File: src/rtl/line_shifter_pkg.sv
// Shared CGIA video constants and the per-cycle shifter action type used by line_shifter.
package line_shifter_pkg;

    localparam int LS_DEPTH  = 16;
    localparam int LS_WORD_W = 16;
    localparam int LS_PTR_W  = $clog2(LS_DEPTH);
    localparam int LS_CNT_W  = $clog2(LS_DEPTH + 1);

    typedef enum logic [2:0] {
        OP_IDLE,
        OP_SHIFT,
        OP_LOAD,
        OP_UNDERRUN,
        OP_FLUSH
    } shift_op_e;

endpackage

File: src/rtl/line_shifter_sync_fifo.sv
// Synchronous word FIFO with flush; read data is the registered head entry, so no write-to-read bypass.
module sync_fifo
    import line_shifter_pkg::*;
#(
    parameter int DEPTH  = LS_DEPTH,
    parameter int WORD_W = LS_WORD_W
) (
    input  logic                         clk_i,
    input  logic                         reset_i,
    input  logic                         push_i,
    input  logic                         pop_i,
    input  logic                         flush_i,
    input  logic [WORD_W-1:0]            wdata_i,
    output logic [WORD_W-1:0]            rdata_o,
    output logic [$clog2(DEPTH+1)-1:0]   count_o,
    output logic                         empty_o,
    output logic                         full_o
);

    localparam int PTR_W = $clog2(DEPTH);
    localparam int CNT_W = $clog2(DEPTH + 1);

    logic [WORD_W-1:0] mem [DEPTH];
    logic [PTR_W-1:0]  wptr;
    logic [PTR_W-1:0]  rptr;
    logic [CNT_W-1:0]  count;
    logic              do_push;
    logic              do_pop;

    assign empty_o = (count == '0);
    assign full_o  = (count == CNT_W'(DEPTH));
    assign count_o = count;
    assign rdata_o = mem[rptr];

    // Flush and reset both win over a same-cycle push or pop.
    assign do_push = push_i & ~full_o & ~flush_i & ~reset_i;
    assign do_pop  = pop_i & ~empty_o & ~flush_i & ~reset_i;

    function automatic logic [PTR_W-1:0] ptr_inc(input logic [PTR_W-1:0] p);
        return (p == PTR_W'(DEPTH - 1)) ? '0 : p + 1'b1;
    endfunction

    always_ff @(posedge clk_i) begin
        if (reset_i || flush_i) begin
            wptr  <= '0;
            rptr  <= '0;
            count <= '0;
        end else begin
            if (do_push) wptr <= ptr_inc(wptr);
            if (do_pop)  rptr <= ptr_inc(rptr);
            case ({do_push, do_pop})
                2'b10:   count <= count + 1'b1;
                2'b01:   count <= count - 1'b1;
                default: count <= count;
            endcase
        end
    end

    always_ff @(posedge clk_i) begin
        if (do_push) mem[wptr] <= wdata_i;
    end

endmodule

File: src/rtl/line_shifter.sv
// 1bpp scanline shifter: buffers framebuffer words and serialises them MSB-first, one pixel per clock.
module line_shifter
    import line_shifter_pkg::*;
#(
    parameter int DEPTH  = LS_DEPTH,
    parameter int WORD_W = LS_WORD_W
) (
    input  logic              clk_i,
    input  logic              reset_i,
    input  logic [WORD_W-1:0] dat_i,
    input  logic              we_i,
    output logic              full_o,
    input  logic              hsync_i,
    input  logic              vsync_i,
    input  logic              den_i,
    output logic              pixel_o,
    output logic              underrun_o
);

    localparam int CNT_W = $clog2(DEPTH + 1);
    localparam int BIT_W = $clog2(WORD_W + 1);

    logic [WORD_W-1:0] sr;
    logic [BIT_W-1:0]  cnt;
    logic [WORD_W-1:0] fifo_rdata;
    logic [CNT_W-1:0]  fifo_count;
    logic              fifo_empty;
    logic              active;
    logic              push;
    logic              pop;
    shift_op_e         op;

    assign active = den_i & ~hsync_i & ~vsync_i;
    assign push   = we_i & ~full_o & ~vsync_i;
    assign pop    = (op == OP_LOAD);

    sync_fifo #(
        .DEPTH  (DEPTH),
        .WORD_W (WORD_W)
    ) u_fifo (
        .clk_i   (clk_i),
        .reset_i (reset_i),
        .push_i  (push),
        .pop_i   (pop),
        .flush_i (vsync_i),
        .wdata_i (dat_i),
        .rdata_o (fifo_rdata),
        .count_o (fifo_count),
        .empty_o (fifo_empty),
        .full_o  (full_o)
    );

    // Pop only when the current word is exhausted, so a loaded word streams without a gap.
    always_comb begin
        op = OP_IDLE;
        if (vsync_i) begin
            op = OP_FLUSH;
        end else if (active) begin
            if (cnt != '0)       op = OP_SHIFT;
            else if (!fifo_empty) op = OP_LOAD;
            else                 op = OP_UNDERRUN;
        end
    end

    always_ff @(posedge clk_i) begin
        if (reset_i) begin
            sr         <= '0;
            cnt        <= '0;
            pixel_o    <= 1'b0;
            underrun_o <= 1'b0;
        end else begin
            pixel_o    <= 1'b0;
            underrun_o <= 1'b0;
            case (op)
                OP_SHIFT: begin
                    pixel_o <= sr[WORD_W-1];
                    sr      <= {sr[WORD_W-2:0], 1'b0};
                    cnt     <= cnt - 1'b1;
                end
                OP_LOAD: begin
                    pixel_o <= fifo_rdata[WORD_W-1];
                    sr      <= {fifo_rdata[WORD_W-2:0], 1'b0};
                    cnt     <= BIT_W'(WORD_W - 1);
                end
                OP_UNDERRUN: underrun_o <= 1'b1;
                OP_FLUSH:    cnt        <= '0;
                default:     ;
            endcase
        end
    end

endmodule

File: config.mk
export PLATFORM = sky130hd
export DESIGN_NAME = line_shifter
export DESIGN_NICKNAME = d
export VERILOG_FILES = /design/src/rtl/line_shifter_pkg.sv /design/src/rtl/line_shifter_sync_fifo.sv /design/src/rtl/line_shifter.sv
export SDC_FILE = /design/constraint.sdc
export NUM_CORES = 1
export LEC_CHECK = 0
export CAP_MARGIN = 25
export CORE_MARGIN = 2
export CORE_UTILIZATION = 55
export DETAILED_ROUTE_END_ITERATION = 12
export PLACE_DENSITY = 0.76
export SYNTH_ARGS = -nofsm -noshare
export SYNTH_HDL_FRONTEND = slang
export SYNTH_SLANG_ARGS = --single-unit
File: constraint.sdc
create_clock -name clk_i -period 2.9 [get_ports clk_i]
set_input_delay 0.29 -clock clk_i [delete_from_list [all_inputs] [get_ports clk_i]]
set_output_delay 0.29 -clock clk_i [all_outputs]
set_load 0.03 [all_outputs]
# Yosys cells after proc, flatten, opt, wreduce, memory -nomap -nowiden
# Memory sizes are Yosys's and may differ from the RTL's. A register that Yosys moved wholly into a read port is not among the register bits.
# Index checks and enable logic that the tools add are counted.
op_classes:
  bitwise_logic: 15
  eq_ne: 9
  mux: 15
  n_reduce_logical: 6
  n_addsub: 5
ops:
  columns: ["cell", "count"]
  rows:
  - ["case mux 16 bit (2 select lines)", 1]
  - ["two-way mux 4 bit", 4]
  - ["case mux 5 bit (3 select lines)", 1]
  - ["AND 1 bit", 10]
  - ["case mux 5 bit (2 select lines)", 1]
  - ["subtractor 5 x 1 -> 5 bit, second input constant", 2]
  - ["adder 4 x 1 -> 4 bit, second input constant", 2]
  - ["== test 4 bit, second input constant", 2]
  - ["== test 3 x 2 -> 1 bit, second input constant", 2]
  - ["adder 5 x 1 -> 5 bit, second input constant", 1]
  - ["== test 5 bit, second input constant", 1]
  - ["zero test 5 bit", 1]
  - ["NOT 1 bit", 5]
  - ["nonzero test 5 bit", 1]
  - ["two-way mux 1 bit", 4]
  - ["two-way mux 2 bit", 2]
  - ["nonzero test 2 bit", 2]
  - ["== test 3 x 1 -> 1 bit, second input constant", 1]
  - ["== test 3 bit, second input constant", 1]
  - ["two-way mux 3 bit", 1]
  - ["nonzero test 3 bit", 1]
  - ["== test 2 x 1 -> 1 bit, second input constant", 1]
  - ["== test 2 bit, second input constant", 1]
  - ["case mux 1 bit (2 select lines)", 1]
  - ["logical OR 1 bit", 1]
word_totals:
  wordCells: 58
  memories: 1
  reg_bits: 36
  ramBits: 256
mem_list:
  columns: ["memory", "depth", "word_bits", "read_ports", "rd_ports_with_merged_regs", "write_ports", "line", "rtl"]
  rows:
  - ["u_fifo.mem", 16, 16, 1, 1, 1, "line_shifter_sync_fifo.sv:23", "logic [WORD_W-1:0] mem [DEPTH];"]

# Logic depth before layout (Yosys ltp)
logic_depth:
  word_depth: 11
  mapped_depth: 13
  ltp_nobuf: 13

# Hierarchy
# A second synthesis with hierarchy kept.
hier_totals:
  hier_cells: 617
  area_unflattened_um2: 11969.0
modules_own_cells:
  columns: ["mod", "n_inst", "cells_each", "area_per_inst_um2", "seq_area_each_um2"]
  rows:
  - ["sync_fifo", 1, 479, 10741.6, 8027.7]
  - ["line_shifter", 1, 138, 1227.4, 440.4]

# Worst setup path after synthesis
# OpenSTA, ideal clock, no wires.
synth_timing:
  path_kind: "input -> register"
  start: "in vsync_i"
  end: "mem u_fifo.mem[3][0] (netlist bit), enable pin"
  arrival_time_ns: 2.490
  path_slack_ns: 0.001
  n_path_buf: 1
  cell_stages: 5
  cell_sequence: "or2_2 > clkbuf_1 > a211oi_1 > nand2_1 > nor3_1"
synth_via:
  elab_chain_len: 7
synth_lines:
  columns: ["item", "line", "rtl"]
  rows:
  - ["from (decl)", "line_shifter.sv:14", "input logic vsync_i,"]
  - ["NOT 1 bit *", "line_shifter_sync_fifo.sv:36, line_shifter.sv:34", null]
  - ["AND 1 bit", "line_shifter.sv:34", "assign push = we_i & ~full_o & ~vsync_i;"]
  - ["AND 1 bit", "line_shifter_sync_fifo.sv:36", "assign do_push = push_i & ~full_o & ~flush_i & ~reset_i;"]
  - ["AND 1 bit * (2 in series)", "line_shifter_sync_fifo.sv:36", null]
  - ["two-way mux 1 bit *", "line_shifter_sync_fifo.sv:60", "if (do_push) mem[wptr] <= wdata_i;"]
  - ["two-way mux 1 bit (not written as such) *", "line_shifter_sync_fifo.sv:60", null]
  - ["to (decl)", "line_shifter_sync_fifo.sv:23", null]
# Every way passes the cells marked *; elsewhere a longest branch is shown, timed or not.

# Final worst setup path
layout_timing:
  start: "reg cnt[0]"
  end: "reg u_fifo.count[4] (netlist: u_fifo.count_o[4])"
layout_via:
  elab_chain_len: 10
  word_cells_on_any_way: 12
  classes_between: "eq/ne (3); mux (4); bitwise (3); reduce/logical (2)"
layout_lines:
  columns: ["item", "line", "rtl"]
  rows:
  - ["from (decl)", "line_shifter.sv:24", "logic [BIT_W-1:0] cnt;"]
  - ["from (signal assigned)", "line_shifter.sv:78", "cnt <= cnt - 1'b1;"]
  - ["from (signal assigned)", "line_shifter.sv:83", "cnt <= BIT_W'(WORD_W - 1);"]
  - ["nonzero test 5 bit *", "line_shifter.sv:59", "if (cnt != '0) op = OP_SHIFT;"]
  - ["two-way mux 2 bit *", "line_shifter.sv:59", null]
  - ["two-way mux 2 bit *", "line_shifter.sv:58", "end else if (active) begin"]
  - ["two-way mux 3 bit *", "line_shifter.sv:56", "if (vsync_i) begin"]
  - ["== test 3 x 2 -> 1 bit *", "line_shifter.sv:35", "assign pop = (op == OP_LOAD);"]
  - ["AND 1 bit * (3 in series)", "line_shifter_sync_fifo.sv:37", "assign do_pop = pop_i & ~empty_o & ~flush_i & ~reset_i;"]
  - ["== test 2 x 1 -> 1 bit or == test 2 bit (tied branches)", "line_shifter_sync_fifo.sv:51", "case ({do_push, do_pop})"]
  - ["case mux 5 bit (2 select lines) or nonzero test 2 bit (tied branches)", null, null]
  - ["to (signal assigned)", "line_shifter_sync_fifo.sv:52", "2'b10: count <= count + 1'b1;"]
  - ["to (signal assigned)", "line_shifter_sync_fifo.sv:53", "2'b01: count <= count - 1'b1;"]
  - ["to (signal assigned)", "line_shifter_sync_fifo.sv:54", "default: count <= count;"]
  - ["to (decl)", "line_shifter_sync_fifo.sv:26", "logic [CNT_W-1:0] count;"]
# Marked as above.
# A chain may end at the register's enable or synchronous reset.

==> flow_summary_export.csv <==
group,metric,value,unit
clock_tree,cts.htree.levels,1,
timing,max-slew-margin-rel,43.8,%
routing,drt_first_iter_violations,554,
floorplan,core-area,0.0208,sq mm
timing,fin_crit_sh,91.6,%
global_routing,grtUsageTotal,22.9,%
placement,place_congestion,0.801,
worst_setup_path,crit_type,"reg2reg",
logic_synthesis,ys_seq_elements,295,
routing,final_antenna_net_count,0,
global_routing,grt_pass1_vias,6274,
logic_synthesis,synth_area,0.0115,sq mm
pwr,power.density,613,mW/mm^2
placement,place_area,0.0125,sq mm
timing,maxSlewViolCount,0,
timing,max_freq,376,MHz
worst_setup_path,crit_fanout,3,
cells_and_area,antenna_cells,0,
outcome,status,"finished, final reports clean",
routing,post_drt_wl_per_cell,25.2,um
routing,viasPerCell,6.31,
placement,dp.cells,928,
pwr,p_leak,4.26,nW
routing,wirelength,24600,um
clock_tree,cts_tree,"yes",
floorplan,initial_core_util,55.5,%
global_routing,grt_max_degree,44,
worst_setup_path,worstSetupStartpoint,"cnt[0]$_SDFFE_PP0P_",
worst_setup_path,critPathRequiredTime,3.37,ns
global_routing,met1_usage,30.8,%
placement,port_buffers,24,
floorplan,fp.dieH,149,um
floorplan,num_rows,53,
logic_synthesis,ys_async_sr_fraction,0,%
cells_and_area,fin_nets,717,
worst_setup_path,ff2ff_path_depth,13,
logic_synthesis,synth_edf_count,256,
clock_tree,clkTransAtPathRegs,0.06,ns
worst_setup_path,start_kind,"flip-flop",
global_routing,grt_pass1_wl,37600,um
routing,post-route-drc-count,0,
timing,setup_tns,0,ns
clock_tree,cts_buffers,29,
clock_tree,hold_buffers,0,
clock_tree,clk_latency,0.54,ns
logic_synthesis,synth_area_per_cell,18.7,sq um
worst_setup_path,r2r-start,"cnt[0]$_SDFFE_PP0P_",
timing,tightest_slew,0.843,ns
global_routing,antenna_found_initial,0,
worst_hold_path,worstHoldPathType,"reg2reg",
cells_and_area,drive_gt1_share,24.0,%
pwr,power,8.19,mW
global_routing,use_met2,40.0,%
global_routing,overflow,0,
worst_setup_path,crit_arrival,3.13,ns
timing,rsz0062_at_grt,"false",
logic_synthesis,ys_seq_area_share,73.3,%
floorplan,pin_count,25,
worst_setup_path,end_kind,"flip-flop",
timing,finClkSkew,0.0145,ns
timing,timing.final.crit_period,2.66,ns
global_routing,use_met3,2.94,%
floorplan,die_area,0.0222,sq mm
routing,vias,6174,
worst_hold_path,hold_start,"sr[15]$_SDFFE_PP0P_",
logic_synthesis,ys_types,45,
cells_and_area,fin_cells,979,
logic_synthesis,syn-instance-count,619,
placement,hpwl,14700,um
clock_tree,root_buffer,"clkbuf_16",
logic_synthesis,syn-num-nets,652,
timing,setup_viol_count_final,0,
worst_hold_path,hold_depth,2,
clock_tree,clockBufferDepth,3,
cells_and_area,utilization,64.1,%
pwr,ir_drop,0.000484,V
logic_synthesis,ys.warnings.count,0,
logic_synthesis,ys.flop_type,"edfxtp_1",
global_routing,grt_busiest_layer,"met2",
cells_and_area,final_area,0.0133,sq mm
job,drv_cap,0,
routing,first_pass_iters,4,
floorplan,die_x,149,um
timing,hold_viol_final,0,
clock_tree,clock-sinks,295,
cells_and_area,area_growth,15.6,%
==> synthesized netlist by cell type, drive strengths merged, types with 3 or more instances <==
cell type	n	area (sq um)
inv	12	45.0
a211o	13	114
a31oi	3	18.8
o221ai	24	210
o22ai	3	18.8
nor3	10	50.1
a211oi	4	30.0
edfxtp	256	7690
ha	11	138
nand2	16	60.1
dfxtp	39	781
and2	13	81.3
o21ai	8	40.0
clkbuf	17	63.8
nand2b	8	50.1
buf	17	92.6
nand3	6	30.0
mux4	64	1460
a21oi	25	125
mux2i	5	50.1
mux2	3	33.8
nor2	31	116
xor2	3	26.3
==> cell type report <==
type / instances / area, sq um
sequential: 295 / 8470
tap: 275 / 344
clock inverter: 19 / 119
fill: 1355 / 7470
multi-input combinational: 278 / 2960
inverter: 12 / 45.0
clock buffer: 32 / 737
timing repair buffer: 68 / 671
==> worst paths after layout <==
check | end | slack (ns)
hold reg to reg | pixel_o$_SDFF_PP0_ | 0.49
setup / recovery | u_fifo.count_o[4]$_SDFFE_PP0P_ | 0.24
hold / removal | pixel_o$_SDFF_PP0_ | 0.49
setup reg to reg | u_fifo.count_o[4]$_SDFFE_PP0P_ | 0.24
==> registers in the layout, indices dropped and copies added (netlist names), named ones only <==
signal          count
u_fifo.count_o      5
u_fifo.rptr         4
u_fifo.mem        256
u_fifo.wptr         4
underrun_o          1
sr                 15
cnt                 5
pixel_o             1
==> power breakdown <==
group          internal [mW]  switching [mW]  total [mW]
Sequential              4.62         0.00632        4.63
Clock                   1.90            1.50        3.40
Combinational         0.0617           0.100       0.162
==> critical path, stage by stage, from the launching register on <==
cell and delay [ns]:
dfxtp_1 0.34, inv_1 0.09, ha_2 0.21, nor4b_4 0.21, nand3_1 0.13, inv_1 0.09
ha_2 0.21, xor2_1 0.18, ha_2 0.23, nor2_1 0.05, o32ai_1 0.25, a221oi_1 0.16
or3_1 0.33, a21oi_1 0.13
==> per-stage QoR <==
stage	hold slack (ns)	worst slack (ns)
final	0.488	0.242
after CTS	0.466	0.0859
after detailed placement	0.460	-0.235
after floorplan	0.389	0.00106
after global routing	0.513	0.0124
after global placement	0.465	-0.105
==> layer usage <==
metal	share of wire, %	vias up	wire length (um)
met4	2.4	0	600
li1	-	2664	-
met3	5.8	46	1420
met2	52	241	12900
met5	0	-	0
met1	40	3223	9750
==> placed cells by master, fill, tap and decap left out, drive strengths merged, types with 16 or more instances in the layout <==
cell           count
a21oi             25
buf               44
clkbuf            32
clkdlybuf4s50     24
dfxtp             39
edfxtp           256
mux4              64
nand2             16
nor2              31
o221ai            24
==> cell families after synthesis <==
logic type | Yosys count | share of synthesized area, %
compound gates | 93 | 5.80
xor+xnor | 5 | 0.379
fa+ha+maj | 11 | 1.19
buf+inv | 46 | 1.74
flops | 295 | 73.3
mux | 72 | 13.4
simple gates | 97 | 4.16
==> what timing repair did <==
item,CTS,global route
buffers inserted,0,0
endpoints found under the setup margin,0,2
gates resized for setup,0,8
endpoints found under the hold margin,0,0
No activity file was read; power rests on OpenSTA's default activity.
